==> config.mk <==
export PLATFORM = sky130hd
export DESIGN_NAME = dual_cam_rd_sched
export DESIGN_NICKNAME = d
export VERILOG_FILES = /design/src/rtl/dual_cam_rd_sched.sv
export SDC_FILE = /design/constraint.sdc
export NUM_CORES = 1
export LEC_CHECK = 0
export BUFFER_PORTS_ARGS = -buffer_cell sky130_fd_sc_hd__buf_2
export CORE_MARGIN = 2
export CORE_UTILIZATION = 35
export CTS_BUF_LIST = sky130_fd_sc_hd__clkbuf_2
export CTS_CLUSTER_SIZE = 20
export DETAILED_ROUTE_END_ITERATION = 7
export PLACE_DENSITY = 0.53
export SLEW_MARGIN = 10
export SYNTH_ARGS = -nofsm -noshare
export SYNTH_HDL_FRONTEND = slang
export SYNTH_SLANG_ARGS = --single-unit
export TNS_END_PERCENT = 10
==> constraint.sdc <==
create_clock -name lcd_clk -period 12.3 [get_ports lcd_clk]
set_input_delay 0.615 -clock lcd_clk [delete_from_list [all_inputs] [get_ports lcd_clk]]
set_output_delay 0.615 -clock lcd_clk [all_outputs]
set_load 0.005 [all_outputs]
==> src/rtl/dual_cam_rd_sched.sv <==
`default_nettype none
// ============================================================================
// Module      : dual_cam_rd_sched
// Description : Burst read scheduler feeding two per-camera LCD line FIFOs
//               (cam0 = left half, cam1 = right half) from one shared SDRAM
//               read port. Generates per-camera addresses, arbitrates by FIFO
//               fill level, truncates the final burst of each frame and
//               restarts both address streams on frame_start.
// Optional    : `define DUAL_SCHED_PRIO_EN -> when both FIFOs are eligible
//               the emptier one wins; ties fall back to round-robin.
// Ports       : lcd_clk, sys_rst (async, active high)
//               frame_start         vsync pulse, requests a frame restart
//               rd_h_pixel/v_pixel  camera resolution (full width)
//               fifo0/1_used        FIFO fill levels
//               fifo_clr            one-cycle clear to both FIFOs
//               rd_req/addr/len/sel burst request to SDRAM controller
//               rd_ack, rd_done     controller accept / burst complete
// Revision    : 1.0 - initial release
// ============================================================================
module dual_cam_rd_sched #(
   parameter int                ADDR_W    = 24,
   parameter int                BURST_LEN = 64,
   parameter int                FIFO_AW   = 10,
   parameter int                THRESH    = 512,
   parameter logic [ADDR_W-1:0] BASE0     = 24'h000000,
   parameter logic [ADDR_W-1:0] BASE1     = 24'h200000
) (
   input  logic               lcd_clk,
   input  logic               sys_rst,
   input  logic               frame_start,
   input  logic [12:0]        rd_h_pixel,
   input  logic [12:0]        rd_v_pixel,
   input  logic [FIFO_AW-1:0] fifo0_used,
   input  logic [FIFO_AW-1:0] fifo1_used,
   output logic               fifo_clr,
   output logic               rd_req,
   output logic [ADDR_W-1:0]  rd_addr,
   output logic [6:0]         rd_len,
   output logic               rd_sel,
   input  logic               rd_ack,
   input  logic               rd_done
);

   typedef enum logic [2:0] {
      S_IDLE      = 3'd0,
      S_ARB       = 3'd1,
      S_REQ       = 3'd2,
      S_WAIT_DONE = 3'd3,
      S_RESTART   = 3'd4
   } state_t;

   // One extra bit so THRESH equal to the FIFO depth is still representable.
   localparam logic [FIFO_AW:0] c_thresh = (FIFO_AW+1)'(THRESH);
   localparam logic [25:0]      c_burst  = 26'(BURST_LEN);

   state_t            r_state;
   logic [ADDR_W-1:0] r_addr0;
   logic [ADDR_W-1:0] r_addr1;
   logic [25:0]       r_rem0;
   logic [25:0]       r_rem1;
   logic              r_rr_last;
   logic              r_pend_frame;

   logic [12:0]       w_h_half;
   logic [25:0]       w_cam_words;
   logic              w_elig0;
   logic              w_elig1;
   logic              w_pick;
   logic [25:0]       w_rem_pick;
   logic [6:0]        w_len;

   // Each camera covers half the LCD width, hence the halved h resolution.
   assign w_h_half    = rd_h_pixel >> 1;
   assign w_cam_words = 26'(w_h_half) * 26'(rd_v_pixel);

   assign w_elig0 = ({1'b0, fifo0_used} < c_thresh) && (r_rem0 != 26'd0);
   assign w_elig1 = ({1'b0, fifo1_used} < c_thresh) && (r_rem1 != 26'd0);

   always_comb begin
      w_pick = 1'b0;
      if (w_elig0 && w_elig1) begin
`ifdef DUAL_SCHED_PRIO_EN
         if (fifo0_used < fifo1_used)
            w_pick = 1'b0;
         else if (fifo1_used < fifo0_used)
            w_pick = 1'b1;
         else
            w_pick = ~r_rr_last;
`else
         w_pick = ~r_rr_last;
`endif
      end else begin
         // Single eligible FIFO; ARB is only entered when one exists.
         w_pick = w_elig1;
      end
   end

   // Final burst of a frame is truncated to whatever words remain.
   assign w_rem_pick = w_pick ? r_rem1 : r_rem0;
   assign w_len      = (w_rem_pick < c_burst) ? w_rem_pick[6:0] : 7'(BURST_LEN);

   always_ff @(posedge lcd_clk or posedge sys_rst) begin
      if (sys_rst) begin
         r_state      <= S_IDLE;
         r_addr0      <= BASE0;
         r_addr1      <= BASE1;
         r_rem0       <= 26'd0;
         r_rem1       <= 26'd0;
         r_rr_last    <= 1'b1;
         r_pend_frame <= 1'b0;
         fifo_clr     <= 1'b0;
         rd_req       <= 1'b0;
         rd_addr      <= '0;
         rd_len       <= 7'd0;
         rd_sel       <= 1'b0;
      end else begin
         case (r_state)
            S_IDLE: begin
               // Restart only from IDLE so the FIFO clear never hits a burst
               // that is still being written.
               if (r_pend_frame) begin
                  r_state  <= S_RESTART;
                  fifo_clr <= 1'b1;
               end else if (w_elig0 || w_elig1) begin
                  r_state <= S_ARB;
               end
            end
            S_RESTART: begin
               fifo_clr     <= 1'b0;
               r_addr0      <= BASE0;
               r_addr1      <= BASE1;
               r_rem0       <= w_cam_words;
               r_rem1       <= w_cam_words;
               r_pend_frame <= 1'b0;
               r_state      <= S_IDLE;
            end
            S_ARB: begin
               rd_sel  <= w_pick;
               rd_addr <= w_pick ? r_addr1 : r_addr0;
               rd_len  <= w_len;
               rd_req  <= 1'b1;
               r_state <= S_REQ;
            end
            S_REQ: begin
               if (rd_ack) begin
                  rd_req    <= 1'b0;
                  r_rr_last <= rd_sel;
                  if (rd_sel) begin
                     r_addr1 <= r_addr1 + ADDR_W'(rd_len);
                     r_rem1  <= r_rem1 - 26'(rd_len);
                  end else begin
                     r_addr0 <= r_addr0 + ADDR_W'(rd_len);
                     r_rem0  <= r_rem0 - 26'(rd_len);
                  end
                  r_state <= S_WAIT_DONE;
               end
            end
            S_WAIT_DONE: begin
               if (rd_done)
                  r_state <= S_IDLE;
            end
            default: r_state <= S_IDLE;
         endcase

         // A vsync arriving in any state (even RESTART) is never lost.
         if (frame_start)
            r_pend_frame <= 1'b1;
      end
   end

endmodule
`default_nettype wire

# After elaboration in Yosys (flattened, before gate mapping)

Index checks and enable logic that the tools add are counted.

Add/sub/neg operators: 4
Multipliers: 1
Divide/modulo/power cells: 0
Magnitude comparators: 3
Equality and inequality tests: 10
Shift-type cells: 0
Muxes and demuxes: 27
Bitwise gates (word level): 1
Reductions and logical operators: 17

Operators with widths:

| cell                 | count |
|---|---|
| $mux 26              | 5 |
| $mux 24              | 5 |
| $pmux 26 s2          | 2 |
| $pmux 24 s2          | 2 |
| $reduce_bool 26->1   | 2 |
| $sub 26x7->26        | 2 |
| $add 24x7->24        | 2 |
| $lt 26x7->1 const B  | 1 |
| $mul 12x13->25       | 1 |
| $lt 10x10->1 const B | 2 |
| $mux 3               | 4 |
| $pmux 3 s4           | 1 |
| $ne 2x2->1 const B   | 5 |
| $reduce_and 3->1     | 3 |
| $reduce_bool 2->1    | 4 |
| $mux 7               | 1 |
| $eq 3x2->1 const B   | 2 |
| $reduce_and 2->1     | 3 |
| $mux 1               | 5 |
| $pmux 1 s2           | 2 |
| $eq 3x1->1 const B   | 1 |
| $eq 3x3->1 const B   | 1 |
| $logic_and 1x1->1    | 3 |
| $logic_not 3->1      | 1 |
| 3 further kinds      | 3 |

Register bits: 139
Bits in latches: 0
Bits in writable memories: 0
ROM bits: 0
Word-level logic and storage cells: 75
Memories kept: 0

# Longest topological paths before layout

Depth in word-level cells: 7
Depth in mapped cells: 20
Depth with buffers taken out: 19

# Worst setup path before layout

Ideal clock, no wire load.

Path type: input to register
Start: input port rd_v_pixel[2]
End: register r_rem1[22]
Setup time: 0.070 ns
Arrival time: 5.431 ns
Required time: 12.230 ns
Setup slack: 6.800 ns
Stages on the path: 17
Buffers on the path: 2
Cell sequence: clkbuf_1 > and2_1 > fa_1 > fa_1 > fa_1 > fa_1 > inv_1 > fa_1 > inv_1 > ha_1 > clkbuf_1 > nand2_1 > o21ai_0 > o21ai_0 > and4_1 > or4_1 > nand3_1

Cells in the longest elaborated chain, start to end: 2

Ends and longest elaborated chain:

| what                 | line | source |
|---|---|---|
| from (decl)          | 32   | `input logic [12:0] rd_v_pixel,` |
| $mul 12x13->25       | 74   | `assign w_cam_words = 26'(w_h_half) * 26'(rd_v_pixel);` |
| $pmux 26 s2          | 117  | `case (r_state)` |
| to (signal assigned) | 133  | `r_rem1 <= w_cam_words;` |
| to (signal assigned) | 150  | `r_rem1 <= r_rem1 - 26'(rd_len);` |
| to (decl)            | 60   | `logic [25:0] r_rem1;` |

No other way between the ends.
A chain may end at the register's enable or synchronous reset.

# Final worst setup path

Start: input port rd_v_pixel[2]
End: register r_rem1[24]

The elaborated chain is that of the path after synthesis.

==> summary.md <==
| Metric | Value |
|---|---|
| Placed inst area | `0.0138 mm2` |
| Global router's overall resource usage | `18.0%` |
| Minimum hold slack | `183 ps` |
| Die height | `approximately 200 um` |
| Crit-path leading delay family | `adder cells` |
| Design area | `0.0141 mm2` |
| Largest net degree at the start of global routing | `83` |
| Area share of the largest cell type after synthesis | `26.3%` |
| Slowest cell on crit path | `o21ai_0` |
| I/O Pins | `85` |
| Die W | `197 um` |
| Die area | `0.0387 mm2` |
| Syn_nets | `1737` |
| Yosys warns | `0` |
| Number of gates resized after cts | `0` |
| Post-layout min period | `between 5000 and 6000 ps` |
| Cell variety after synth | `74` |
| Largest area contributor in the synthesized netlist | `dfrtp_1` |
| Leak | `6.71 nW` |
| Commonest non-fill, non-tap cell in the layout | `nand2_1` |
| Finished Layout Cells | `approximately 2000` |
| Vias | `around 11000` |
| H-tree depth | `4` |
| Mean routed wirelength per cell | `between 15 and 20 um` |
| Worst Tran Pin Value | `between 900 and 1000 ps` |
| Vias in the first global route | `~11000` |
| Max Cap Viol | `0` |
| Final setup fails | `0` |
| CP Capture Type | `flop` |
| Sequential fraction of the synthesis area | `26.8%` |
| IO buf count | `65` |
| DP Wirelength | `24600 um` |
| Arrival time at the worst endpoint | `6010 ps` |
| RSZ-0062 raised after global routing | `false` |
| Starting density of the core | `35.5%` |
| CTS tree | `built` |
| Hold Vio Cnt, Final | `0` |
| Final #Nets | `1769` |
| First-pass GRT wire length | `56000 um` |
| Worst endpoint required time | `12980 ps` |
| Main synth FF type | `dfrtp_1` |
| Max VDD drop | `0.119 mV` |
| Worst rel slew slack | `roughly 36%` |
| CP Class | `in2reg` |
| Setup TNS | `0 ps` |
| Share of flip-flops with an asynchronous set or reset | `100%` |
| Most frequent cells in the layout | `216 x nand2_1, 166 x inv_1, 137 x dfrtp_1, 114 x fa_1, 91 x ha_1` |
| Placed instance count | `1959` |
| GP Congestion | `0.831` |
| Slew Limit Fails | `0` |
| Highest achievable clock rate | `0.188 GHz` |
| DRC violations left | `0` |
| Tightest Hold Check Type | `in2reg` |
| CTS Buffer Depth | `2` |
| Crit path top cell by count | `fa_1` |
| Design Power | `3.21 mW` |
| Grt ovf | `0` |
| DRT iter0 DRCs | `634` |
| Setup Skew | `40.6 ps` |
| Syn_area_per_cell | `8.79 um2` |
| P&R area growth vs syn | `8.25%` |
| Share of cells above drive strength 1 | `under 10%` |
| Clock sinks | `139` |
| Worst-Skew Late Latency | `approximately 750 ps` |
| Worst Path Max Fanout | `12` |
| Outcome | `completed` |
| Clk root buf | `clkbuf_2` |
| Post-Route WL | `33200 um` |
| Antenna-violating nets left | `0` |
| Vias per Instance | `5.27` |
| CTS Hold Bufs | `3` |
| Buffers and inverters on the worst path | `3` |
| Core Area | `approximately 0.037 mm2` |
| Std-Cell Rows | `70` |
| Crit path launch type | `input pin` |
| Cells after synthesis | `1481` |
| Tcrit/Tclk final | `43.3%` |
| Clock transition at path regs | `210 ps` |
| Power per Cell Area | `228 mW/mm2` |
| Cell Chain, Critical Path | `buf_2 -> and2_1 -> fa_1 -> fa_1 -> fa_1 -> fa_1 -> inv_1 -> fa_1 -> inv_1 -> ha_1 -> a21oi_1 -> o21ai_0 -> o21ai_0 -> a41oi_1 -> xnor2_1 -> a21o_1` |
| Num CTS Buffers | `17` |
| 1st-pass router iterations | `7` |
| #FFs+latches synth | `~140` |
| Initial antenna violation count | `1` |
| Max incr delay on CP | `around 570 ps` |
| Area contributors post-synth | `dfrtp_1 26%, fa_1 18%, ha_1 8.8%, nand2_1 6.2%, inv_1 4.8%` |
| Post-Syn Area | `roughly 0.013 mm2` |
| Number of synthesized flops with an enable pin | `0` |
| Post-CTS setup buffer count | `0` |
-- sequential cells by signal, summed over array words and instances, names as in the netlist --
register / flops
r_rr_last: 1
rd_len: 7
r_state: 3
rd_addr: 24
r_rem0: 26
r_addr1: 24
r_addr0: 24
fifo_clr: 1
rd_sel: 1
rd_req: 1
r_rem1: 26
r_pend_frame: 1
-- metrics by stage --
step | setup slack [ps] | util (%)
after floorplan | 6800 | -
after global placement | 6260 | 37.6
after detailed placement | 6210 | 37.6
after CTS | 7010 | 38.5
after global routing | 6680 | 38.5
final | 6970 | 38.5
-- cells in the mapped netlist (all sizes together), types with 7 or more instances --
| cell type | number |
|---|---|
| nand2 | 218 |
| inv | 167 |
| dfrtp | 137 |
| fa | 114 |
| ha | 91 |
| o21ai | 86 |
| nor2 | 81 |
| a21oi | 67 |
| and2 | 64 |
| clkbuf | 56 |
| xnor2 | 37 |
| nand3 | 33 |
| mux2i | 27 |
| nor3 | 26 |
| a21o | 18 |
| nor2b | 18 |
| or3 | 17 |
| xor2 | 17 |
| o21a | 16 |
| or4 | 14 |
| nand2b | 12 |
| nand4 | 12 |
| o211ai | 12 |
| a211oi | 11 |
| a31oi | 10 |
| buf | 9 |
| o31ai | 9 |
| a22oi | 8 |
| nor4 | 8 |
| o22ai | 8 |
| a211o | 7 |
| a22o | 7 |
| and3 | 7 |
| o311ai | 7 |
-- layout make-up --
class | instances | area, um2
antenna | 1 | 2.50
clock inverter | 12 | 196
fill | 3823 | 22500
multi-input combinational | 1110 | 8660
tap | 468 | 586
inverter | 167 | 632
clock buffer | 20 | 100
timing repair buffer | 78 | 430
sequential | 139 | 3480
-- worst min-delay path, cell delays in order --
cell     delay (ps)
buf_2           140
nand2_1          80
nand2_1          70
nand2_1          40
-- path summary, 6_finish.rpt --
kind / from / endpoint / slack, ps / depth (start not counted)
max: rd_v_pixel[2] / r_rem1[24] / 6970 / 16
min: rd_ack / r_rr_last / 180 / 4
max reg2reg: r_state[0] / r_rem0[19] / 9040 / 5
min reg2reg: r_rr_last / r_rr_last / 480 / 2
max in group asynchronous: sys_rst / r_addr1[8] / 10490 / 4
min in group asynchronous: sys_rst / r_rem0[2] / 530 / 3
-- metal layers --
layer  wire, um  up-vias  GRT usage, %
met3       1280       25          2.05
met5          0        -             0
met4        351        0          3.98
li1           -     5072             -
met1      16200     5214          25.2
met2      15300      207          29.8
-- cells by family after synthesis --
kind of cell	share of synthesized area, %
AOI/OAI and AO/OA	14.9
xor gates and xnor gates	3.63
adders and majority gates	26.3
buffers and inverters	6.84
DFF	26.8
muxes	2.08
and+or+nand+nor	19.5
-- report_power, final --
| part | total (mW) | switching, mW | internal (mW) |
|---|---|---|---|
| clock network | 0.330 | 0.175 | 0.156 |
| logic | 2.16 | 1.31 | 0.856 |
| registers | 0.717 | 0.127 | 0.590 |
| total | 3.21 | 1.61 | 1.60 |
Note: power is estimated with default switching activity, not from simulation.
